<file path="src/rtl/pad_bus_arbiter.sv">
// Round-robin owner of a shared bidirectional pad bus: sequences each access, drives the
// pad data/enable for writes, samples the pads for reads, and releases the bus after writes.
module pad_bus_arbiter #(
  parameter int NREQ        = 3,
  parameter int DW          = 8,
  parameter int XFER_CYCLES = 2,
  parameter int TURN_CYCLES = 1
) (
  input  logic               MasterClock,
  input  logic               reset,
  input  logic [NREQ-1:0]    req,
  input  logic [NREQ-1:0]    we,
  input  logic [NREQ*DW-1:0] wdata,
  output logic [NREQ-1:0]    grant,
  output logic [NREQ-1:0]    ack,
  output logic [DW-1:0]      rdata,
  output logic [DW-1:0]      pad_a,
  output logic               pad_en_n,
  input  logic [DW-1:0]      pad_i,
  output logic               busy
);

  localparam int  PW        = (NREQ > 1) ? $clog2(NREQ) : 1;
  localparam int  CMAX      = (XFER_CYCLES > TURN_CYCLES) ? XFER_CYCLES : TURN_CYCLES;
  localparam int  CW        = $clog2(CMAX + 1);
  localparam bit  HAS_TURN  = (TURN_CYCLES > 0);
  localparam int  TURN_LOAD = HAS_TURN ? (TURN_CYCLES - 1) : 0;
  localparam logic [CW-1:0]   XFER_LD  = CW'(XFER_CYCLES - 1);
  localparam logic [CW-1:0]   TURN_LD  = CW'(TURN_LOAD);
  localparam logic [NREQ-1:0] ONEHOT0  = {{(NREQ-1){1'b0}}, 1'b1};
  localparam logic [PW-1:0]   LAST_REQ = PW'(NREQ - 1);

  typedef enum logic [1:0] {IDLE, ACCESS, TURN} state_t;

  state_t          state_q, state_d;
  logic [CW-1:0]   cnt_q, cnt_d;
  logic [PW-1:0]   rr_ptr_q, rr_ptr_d;
  logic [PW-1:0]   owner_q, owner_d;
  logic            wr_q, wr_d;
  logic [NREQ-1:0] grant_q, grant_d;
  logic [NREQ-1:0] ack_q, ack_d;
  logic [DW-1:0]   pad_a_q, pad_a_d;
  logic            pad_en_n_q, pad_en_n_d;
  logic [DW-1:0]   rdata_q, rdata_d;

  logic            any_req;
  logic [PW-1:0]   sel;

  // First active requester at or after the round-robin pointer, wrapping modulo NREQ.
  always_comb begin
    any_req = 1'b0;
    sel     = '0;
    for (int k = 0; k < NREQ; k++) begin
      int idx;
      idx = int'(rr_ptr_q) + k;
      if (idx >= NREQ) idx = idx - NREQ;
      if (!any_req && req[idx]) begin
        any_req = 1'b1;
        sel     = PW'(idx);
      end
    end
  end

  always_ff @(posedge MasterClock or posedge reset) begin
    if (reset) begin
      state_q    <= IDLE;
      cnt_q      <= '0;
      rr_ptr_q   <= '0;
      owner_q    <= '0;
      wr_q       <= 1'b0;
      grant_q    <= '0;
      ack_q      <= '0;
      pad_a_q    <= '0;
      pad_en_n_q <= 1'b1;
      rdata_q    <= '0;
    end else begin
      state_q    <= state_d;
      cnt_q      <= cnt_d;
      rr_ptr_q   <= rr_ptr_d;
      owner_q    <= owner_d;
      wr_q       <= wr_d;
      grant_q    <= grant_d;
      ack_q      <= ack_d;
      pad_a_q    <= pad_a_d;
      pad_en_n_q <= pad_en_n_d;
      rdata_q    <= rdata_d;
    end
  end

  always_comb begin
    state_d = state_q;
    case (state_q)
      IDLE:    if (any_req) state_d = ACCESS;
      ACCESS:  if (cnt_q == '0) state_d = (wr_q && HAS_TURN) ? TURN : IDLE;
      TURN:    if (cnt_q == '0) state_d = IDLE;
      default: state_d = IDLE;
    endcase
  end

  always_comb begin
    cnt_d      = cnt_q;
    rr_ptr_d   = rr_ptr_q;
    owner_d    = owner_q;
    wr_d       = wr_q;
    grant_d    = grant_q;
    ack_d      = '0;
    pad_a_d    = pad_a_q;
    pad_en_n_d = pad_en_n_q;
    rdata_d    = rdata_q;
    case (state_q)
      IDLE: begin
        if (any_req) begin
          owner_d = sel;
          wr_d    = we[sel];
          grant_d = ONEHOT0 << sel;
          cnt_d   = XFER_LD;
          if (we[sel]) begin
            pad_a_d    = wdata[int'(sel)*DW +: DW];
            pad_en_n_d = 1'b0;
          end
        end
      end
      ACCESS: begin
        if (cnt_q != '0) begin
          cnt_d = cnt_q - CW'(1);
        end else begin
          ack_d      = ONEHOT0 << owner_q;
          grant_d    = '0;
          pad_en_n_d = 1'b1;
          rr_ptr_d   = (owner_q == LAST_REQ) ? '0 : owner_q + PW'(1);
          if (!wr_q) rdata_d = pad_i;
          if (wr_q && HAS_TURN) cnt_d = TURN_LD;
        end
      end
      TURN: begin
        if (cnt_q != '0) cnt_d = cnt_q - CW'(1);
      end
      default: begin
        grant_d    = '0;
        pad_en_n_d = 1'b1;
      end
    endcase
  end

  assign grant    = grant_q;
  assign ack      = ack_q;
  assign rdata    = rdata_q;
  assign pad_a    = pad_a_q;
  assign pad_en_n = pad_en_n_q;
  assign busy     = (state_q != IDLE);

endmodule

</file>
<file path="config.mk">
export PLATFORM = sky130hd
export DESIGN_NAME = pad_bus_arbiter
export DESIGN_NICKNAME = d
export VERILOG_FILES = /design/src/rtl/pad_bus_arbiter.sv
export SDC_FILE = /design/constraint.sdc
export NUM_CORES = 1
export LEC_CHECK = 0
export BUFFER_PORTS_ARGS = -buffer_cell sky130_fd_sc_hd__buf_2
export CAP_MARGIN = 5
export CORE_ASPECT_RATIO = 1.2
export CORE_MARGIN = 5
export CORE_UTILIZATION = 54
export DETAILED_ROUTE_END_ITERATION = 12
export PLACE_DENSITY = 0.85
export SLEW_MARGIN = 25
export SYNTH_ARGS = -nofsm -noshare
export SYNTH_HDL_FRONTEND = slang
export SYNTH_SLANG_ARGS = --single-unit
</file>
<file path="constraint.sdc">
create_clock -name MasterClock -period 4.96 [get_ports MasterClock]
set_clock_uncertainty 0.05 [all_clocks]
set_input_delay 0.496 -clock MasterClock [delete_from_list [all_inputs] [get_ports MasterClock]]
set_output_delay 0.496 -clock MasterClock [all_outputs]
set_load 0.05 [all_outputs]
</file>
======== After elaboration in Yosys (flattened, before gate mapping) ========
Cells that the tools add are included.
word-level totals
  output and inout port bits .............. 24
  bits of input ports ..................... 40
  flip-flop bits (word level) ............. 32
  word-level logic and storage cells ...... 96
operators by class
  muxes and demuxes ....................... 39
  equal/unequal tests ..................... 10
  $lt $le $gt $ge ......................... 7
  add/subtract/negate cells ............... 7
  shift-type cells ........................ 3
  bitwise operators ....................... 3
  reduce and logical (&&, ||, !) cells .... 17
operators by type and width
  cell                 number
  $lt 32x4->1 const B  3
  $mux 32              3
  $shiftx 24x6->8      1
  $mux 2               11
  $mux 1               13
  $mux 3               4
  $ne 2x2->1 const B   6
  $pmux 2 s3           2
  $reduce_and 3->1     4
  $pmux 3 s3           1
  $bmux 1 s2           4
  $reduce_and 4->1     2
  $sub 3x2->4 const B  2
  $ge 3x2->1 const B   2
  $shl 1x2->3 const A  2
  $eq 2x2->1 const B   2
  $logic_not 2->1      2
  $reduce_and 2->1     2
  $reduce_bool 2->1    2
  $add 2x1->3 const B  1
  $add 2x2->3 const B  1
  $lt 2x3->1 const B   1
  $ne 3x3->1 const B   1
  $not 1->1            3
  9 further kinds      11

======== Depth between registers and ports, before layout ========
Gate-level depths: netlist (run 1).
  depth in word-level cells ............... 17
  mapped depth ............................ 10
  gate-level depth less buffers ........... 8

======== Least setup slack after synthesis (run 1) ========
Ideal clock, no wire load.
  kind .................................... register -> register
  start point ............................. register rr_ptr_q[0]
  end point ............................... register pad_a_q[0] (netlist: pad_a[0])
  path buffers ............................ 1
  library setup time ...................... 125 ps
  data required time ...................... 4,785 ps
  arrival time ............................ 2,268 ps
  clock period less this slack ............ 2,443 ps
  slack ................................... 2,517 ps
  cell stages (with the launch flop) ...... 9
  cells stage by stage .................... dfrtp_1 > inv_1 > ha_1 > buf_2 > nor4bb_1 > o21a_2 > o21ai_1 > a31oi_4 > mux2_2
between the ends
  word-level cells in the longest chain between the ends .. 15
  elaborated cells on any way between the ends .. 34
  those cells by class .................... 5 x add/sub; 3 x order compare; 1 x shift; 20 x mux; 5 x reduce/logical
RTL lines
  element                                               line  text
  start: declaration                                    37    logic [PW-1:0] rr_ptr_q, rr_ptr_d;
  start signal: assignment                              79    rr_ptr_q <= rr_ptr_d;
  branches (longest 15 deep; another with $sub 3x2->4)  -
  end signal: assignment                                84    pad_a_q <= pad_a_d;
  end: declaration                                      42    logic [DW-1:0] pad_a_q, pad_a_d;
Parallel ways; which one is timed is not known. The select of a mux whose other input is x is not followed.
A chain may end at the register's enable or synchronous reset.

======== Final worst setup path (run 1) ========
  start point ............................. register rr_ptr_q[1]
  end point ............................... register pad_a_q[1] (netlist: pad_a[1])
The elaborated chain is that of the path after synthesis.

==> summary.txt, run 1 <==
Die
  – Die Span Y: 74.67 µm
  – Die width: ~64 µm
  – IO Pins: 64
  – DIE AREA: ~4800 µm²
  – Starting density of the core: 0.5589
  – Std cell rows: 23
  – Core area: 3367 µm²

Synthesis
  – Synth area leader: dfrtp_1
  – Post-synthesis cell area: 1882 µm²
  – Top cell type's share of synthesized area: 0.4122
  – Avg Inst Size Synth: roughly 10 µm²
  – Mapped Cells: between 150 and 200
  – Leading post-synthesis cells by instance count: 31 x dfrtp_1, 20 x o21ai_0, 16 x mux2_2, 16 x nor2_1, 12 x nand2_1
  – Post-synth EDFFs: 0
  – Yosys warns: 0
  – Post-Syn Nets: 236
  – #FFs+latches synth: 32
  – Synth top area cells: dfrtp_1 41%, mux2_2 9.6%, ha_1 7.3%
  – Cell variety after synth: 41
  – Top-count cell post-synth: dfrtp_1
  – Async S/R FF share, synth: 1.000
  – Top_reg_cell synth: dfrtp_1
  – Sequential area share after synthesis: 0.4262

Clocking
  – CTS Buf Count: 5
  – Hold_buf cts: 0
  – Resize count post-CTS: 0
  – Root Driver: clkbuf_8
  – Max Buffers Root-to-Sink: 2
  – Sink Count: 32
  – Post-CTS setup repair buffer count: 0
  – CTS tree: built
  – CTS HTree Levels: 2
  – Worst-Skew Late Latency: 0.28 ns
  – Clock slew at reported path FFs: 0.06 ns

Global route
  – First-pass GRT wire length: approximately 7000 µm
  – Total grt overflow: 0
  – Largest net degree at the start of global routing: 33
  – Initial antenna violation count: 0
  – GRT Total Usage: 0.1870
  – Vias in the first global route: about 1,600

Setup path
  – Critical Path Start Type: flop
  – Crit-path slowest cell: a21oi_2
  – CP Capture Type: flop
  – Max stage delay on crit path: 0.73 ns
  – Worst path cell trace: inv_1 -> ha_1 -> mux2i_1 -> o211ai_1 -> a21oi_2 -> o21ai_1 -> a31oi_4 -> mux2_2
  – CP top delay family: compound AO/OA/AOI/OAI gates
  – CP required: 5.07 ns
  – Levels on crit path: 8
  – RR Endpoint: pad_a[1]$_DFFE_PP0P_
  – Worst path arrival time: 3.31 ns
  – CP Buf/Inv Count: 1
  – Cells on worst reg2reg path: 8
  – Reg2reg start: rr_ptr_q[1]$_DFFE_PP0P_
  – R2R setup slack: around 1.8 ns
  – Crit Path Max Fanout: 21
  – Crit Path Class: reg2reg

Detailed routing
  – Via count: approximately 1,600
  – Routed Antenna Nets: 0
  – 1st-iter DRT viols: 72
  – Total routed wirelength: roughly 4400 µm
  – DR DRC count: 0
  – Routed wire per std cell: about 15 µm
  – Via/cell ratio: about 5.7
  – DRT Pass-1 Iters: 4

Placement
  – Hpwl dp: between 3000 and 4000 µm
  – Routability congestion estimate: between 0.9 and 1
  – Number of port buffers: 63

STA
  – Hold Violations, Final: 0
  – Unrepaired setup endpoints after global routing: false
  – Total Neg Setup Slack: 0 ns
  – Normalized max-slew margin: 0.3809
  – Post-layout min period: 3.200 ns
  – Final Cycle Share: 0.6452
  – Worst-Margin Slew: ~0.93 ns
  – Max frequency: ~0.31 GHz
  – Max-slew violation count: 0
  – # setup viols final: 0

Run status
  – Status: finished, final reports clean

Layout
  – Nets: between 300 and 400
  – Layout area overhead: 22.34%
  – Multi-input logic area: about 1000 µm²
  – # diodes: 0
  – Layout cells sized above 1: 0.3904
  – Register Area: around 800 µm²
  – Fillers: approximately 270

Worst hold path
  – Worst hold path class: in2async

Run
  – Max-cap check violation count: 0

Power
  – Power Total: between 1.5 and 2 mW
  – Worst IR drop on VDD: just over 0.5 mV
  – Leakage: 1.110 nW
  – P per Cell Area: 802.6 nW/µm²
[registers in the layout (all words and copies together), names as in the netlist]
signal and flops:
pad_a 8, rdata 8, ack 3, grant 3, cnt_q 2, owner_q 2
rr_ptr_q 2, state_q 2, pad_en_n 1, wr_q 1
[routing by layer]
metal	up-vias	part of all wire	global-route usage	wire (µm)
met5	-	0	0	0
met4	0	0.016	0.06928	70
met3	10	0.064	0.04627	283
met2	66	0.51	0.3408	2267
met1	759	0.40	0.2116	1782
li1	796	-	-	-
[metrics by stage]
step                      hold WS (ns)  instance area, µm²  worst slack (ns)    util  instances
after floorplan                 0.3949                1882             2.517       -        185
after global placement          0.4108                2212             1.936  0.6570        280
after detailed placement        0.4329                2212             1.765  0.6570        280
after CTS                       0.2479                2302             1.746  0.6838        288
after global routing            0.2802                2302             1.531  0.6838        288
final                           0.2371                2302             1.760  0.6838        288
[final cells by class]
class                   instances  area share
multi-input cells             137      0.4359
flip-flops and latches         32      0.3484
repair buffers                 64      0.1402
clock buffers                   8     0.03913
well taps                      37     0.02011
inverters                      10     0.01630
[where the power goes]
part           switching (mW)  leakage [nW]  internal, mW
Combinational           0.791         0.670         0.399
Sequential             0.0694         0.395         0.386
Clock                  0.0887        0.0455         0.113
[layout by cell type, fill, tap and decap left out, drive strengths merged, types with 8 or more instances in the layout]
master	netlist	routed
a31oi	10	10
buf	6	64
clkbuf	0	8
dfrtp	31	31
ha	11	11
inv	10	10
mux2	16	16
nand2	12	12
nand3	11	11
nor2	16	16
o21ai	25	25
[cells by family (layout without fill, tap and decap cells)]
family | after synthesis | count (layout) | synth area share
flops | 32 | 32 | 0.4262
fa+ha+maj | 11 | 11 | 0.07314
simple gates | 50 | 50 | 0.1343
compound gates | 55 | 55 | 0.1968
buf+inv | 16 | 82 | 0.04056
mux | 21 | 21 | 0.1290
[how the worst max path moves through the flow]
stage | slack [ns] | endpoint | start
2_1_floorplan | 2.52 | pad_a[0]$_DFFE_PP0P_ | rr_ptr_q[0]$_DFFE_PP0P_
3_3_place_gp | 1.94 | pad_a[1]$_DFFE_PP0P_ | rr_ptr_q[1]$_DFFE_PP0P_
3_5_place_dp | 1.76 | pad_a[3]$_DFFE_PP0P_ | rr_ptr_q[1]$_DFFE_PP0P_
4_1_cts | 1.75 | pad_a[1]$_DFFE_PP0P_ | rr_ptr_q[1]$_DFFE_PP0P_
5_1_grt | 1.53 | pad_a[1]$_DFFE_PP0P_ | rr_ptr_q[1]$_DFFE_PP0P_
6_report | 1.76 | pad_a[1]$_DFFE_PP0P_ | rr_ptr_q[1]$_DFFE_PP0P_
[tightest hold or removal path, cell delays in order]
cell,delay (ns)
buf_2,0.09
inv_1,0.04
buf_4,0.35
(Power assumes the default switching activity.)
==> run 2: changes to the inputs <==
CORE_UTILIZATION = 45   (was 54)
PLACE_DENSITY = 0.76   (was 0.85)
clock period = 2.7 ns   (was 4.96 ns; I/O delays follow)
==> summary.txt, run 2 (synthesized netlist as in run 1, its figures left out) <==
STA
  – Normalized max-slew margin: 0.6060 (+0.2252)
  – Total Neg Setup Slack: 0 ns (unchanged)
  – Hold Violations, Final: 0 (unchanged)
  – Max-slew violation count: 0 (unchanged)
  – Worst-Margin Slew: 0.5859 ns (-0.3427 ns)
  – # setup viols final: 0 (unchanged)
  – Final Cycle Share: 0.9282 (+0.2830)
  – Max frequency: 0.3990 GHz (+28%)
  – Post-layout min period: 2.506 ns (-0.6942 ns)
  – Worst setup margin: 0.1939 ns (-1.566 ns)
  – Unrepaired setup endpoints after global routing: false

Die
  – DIE AREA: 5580 µm² (+17%)
  – Core area: 4004 µm² (+19%)
  – Die width: 69.03 µm (+8.0%)
  – Std cell rows: 25 (+8.7%)
  – IO Pins: 64 (unchanged)
  – Die Span Y: 80.84 µm (+8.3%)
  – Starting density of the core: 0.4700 (-0.08890)

Clocking
  – Worst-Skew Late Latency: 0.28 ns (about the same)
  – CTS HTree Levels: 2 (unchanged)
  – Clock slew at reported path FFs: 0.06 ns (about the same)
  – CTS Buf Count: 5 (unchanged)
  – Post-CTS setup repair buffer count: 0 (unchanged)
  – CTS tree: built
  – Sink Count: 32 (unchanged)
  – Root Driver: clkbuf_8
  – Max Buffers Root-to-Sink: 2 (unchanged)
  – Resize count post-CTS: 0 (unchanged)
  – Hold_buf cts: 0 (unchanged)

Placement
  – Number of port buffers: 63 (unchanged)
  – Dpl ws: 0.07585 ns (-1.689 ns)
  – Routability congestion estimate: 0.8582 (-9.3%)
  – Hpwl dp: 3321 µm (-1.4%)

Run
  – Max-cap check violation count: 0 (unchanged)

Run status
  – Status: finished, final reports clean

Layout
  – Nets: 308 (+2.3%)
  – Fillers: 381 (+40%)
  – Commonest non-fill, non-tap cell in the layout: buf_2
  – Post-route core utilization: 0.6000 (-0.08376)
  – Layout area overhead: 27.66%
  – Multi-input logic area: 1020 µm² (+1.6%)
  – Most frequent cells in the layout: 63 x buf_2, 31 x dfrtp_1, 19 x o21ai_0, 16 x nor2_1, 16 x mux2_2
  – Register Area: 802.0 µm² (unchanged)
  – # diodes: 0 (unchanged)
  – Layout cells sized above 1: 0.4264 (+0.03592)

Setup path
  – CP Capture Type: flop
  – Critical Path Start Type: flop
  – Crit Path Class: reg2reg
  – Crit Path Max Fanout: 10 (-52%)
  – Worst path arrival time: 2.62 ns (-0.69 ns)
  – CP required: 2.82 ns (-2.25 ns)
  – Cells on worst reg2reg path: 8 (unchanged)

Detailed routing
  – 1st-iter DRT viols: 50 (-31%)
  – Via/cell ratio: 5.346 (-5.6%)
  – Routed Antenna Nets: 0 (unchanged)
  – Via count: 1,668 (+2.3%)
  – DR DRC count: 0 (unchanged)
  – DRT Pass-1 Iters: 4 (unchanged)
  – Total routed wirelength: 4260 µm (-3.3%)
  – Routed wire per std cell: 13.65 µm (-11%)

Power
  – Worst IR drop on VDD: 0.7419 mV (+44%)
  – Leakage: 1.149 nW (+3.5%)
  – Power Total: 3.491 mW (+89%)
  – P per Cell Area: 1453 nW/µm² (+81%)

Worst hold path
  – Worst hold path class: in2async

Global route
  – GRT Total Usage: 0.1579 (-0.02902)
  – Largest net degree at the start of global routing: 33 (unchanged)
  – Vias in the first global route: 1,640 (+0.80%)
  – Total grt overflow: 0 (unchanged)
  – First-pass GRT wire length: 7148 µm (+1.7%)
  – Initial antenna violation count: 0 (unchanged)
-- run 2: changes by cell type in the layout (fill, tap and decap cells not counted) --
cell,previous run,this run
buf_4,1,8
ha_1,11,9
ha_2,0,2
a2111oi_1,1,0
a2111oi_2,0,1
clkbuf_1,2,1
clkbuf_8,6,7
nor4bb_1,1,0
nor4bb_2,0,1
o21ai_0,20,19
o21ai_1,4,5
-- run 2: power by group --
group / leakage (nW) / internal (mW) / total [mW] / switching, mW
registers: 0.395 / 0.709 / 0.830 / 0.121
clock network: 0.0515 / 0.232 / 0.401 / 0.168
logic: 0.703 / 0.806 / 2.26 / 1.45
total: 1.15 / 1.75 / 3.49 / 1.74
-- run 2: cell type report --
| cell class | instances | area share |
|---|---|---|
| clock buffers | 8 | 0.04167 |
| inverters | 10 | 0.01563 |
| multi-input cells | 137 | 0.4245 |
| flip-flops and latches | 32 | 0.3339 |
| well taps | 54 | 0.02813 |
| repair buffers | 71 | 0.1563 |
-- run 2: final timing paths --
check,startpoint,to,slack [ns]
min in group MasterClock,pad_i[5],rdata[5]$_DFFE_PP0P_,0.17
setup reg to reg,rr_ptr_q[1]$_DFFE_PP0P_,pad_a[6]$_DFFE_PP0P_,0.19
setup / recovery,rr_ptr_q[1]$_DFFE_PP0P_,pad_a[6]$_DFFE_PP0P_,0.19
max in group asynchronous,reset,pad_en_n$_DFFE_PP1P_,2.27
hold reg to reg,owner_q[0]$_DFFE_PP0P_,ack[2]$_DFF_PP0_,0.44
hold / removal,reset,rdata[7]$_DFFE_PP0P_,0.003
-- run 2: worst max-delay path: stages, from the launching register on --
cell and delay [ns]:
dfrtp_1 0.41, inv_1 0.09, ha_2 0.28, mux2i_1 0.31, o211ai_1 0.14, a21oi_2 0.25, o21ai_1 0.13, a31oi_4 0.34
mux2_2 0.38
-- run 2: per-stage QoR --
step	std cells	hold WS, ns	cell area [µm²]
floorplan	185	0.3355	1882
global placement	304	0.3183	2286
detailed placement	304	0.3213	2286
CTS	312	0.01148	2386
global route	312	0.05896	2402
finish	312	0.003481	2402
-- run 2: routing by layer --
metal / vias up / track usage / wire [µm] / part of all wire
li1: 808 / - / - / -
met5: - / 0 / 0 / 0
met2: 50 / 0.2748 / 2122 / 0.50
met4: 0 / 0.06055 / 74 / 0.017
met1: 802 / 0.1852 / 1833 / 0.43
met3: 8 / 0.04579 / 229 / 0.054
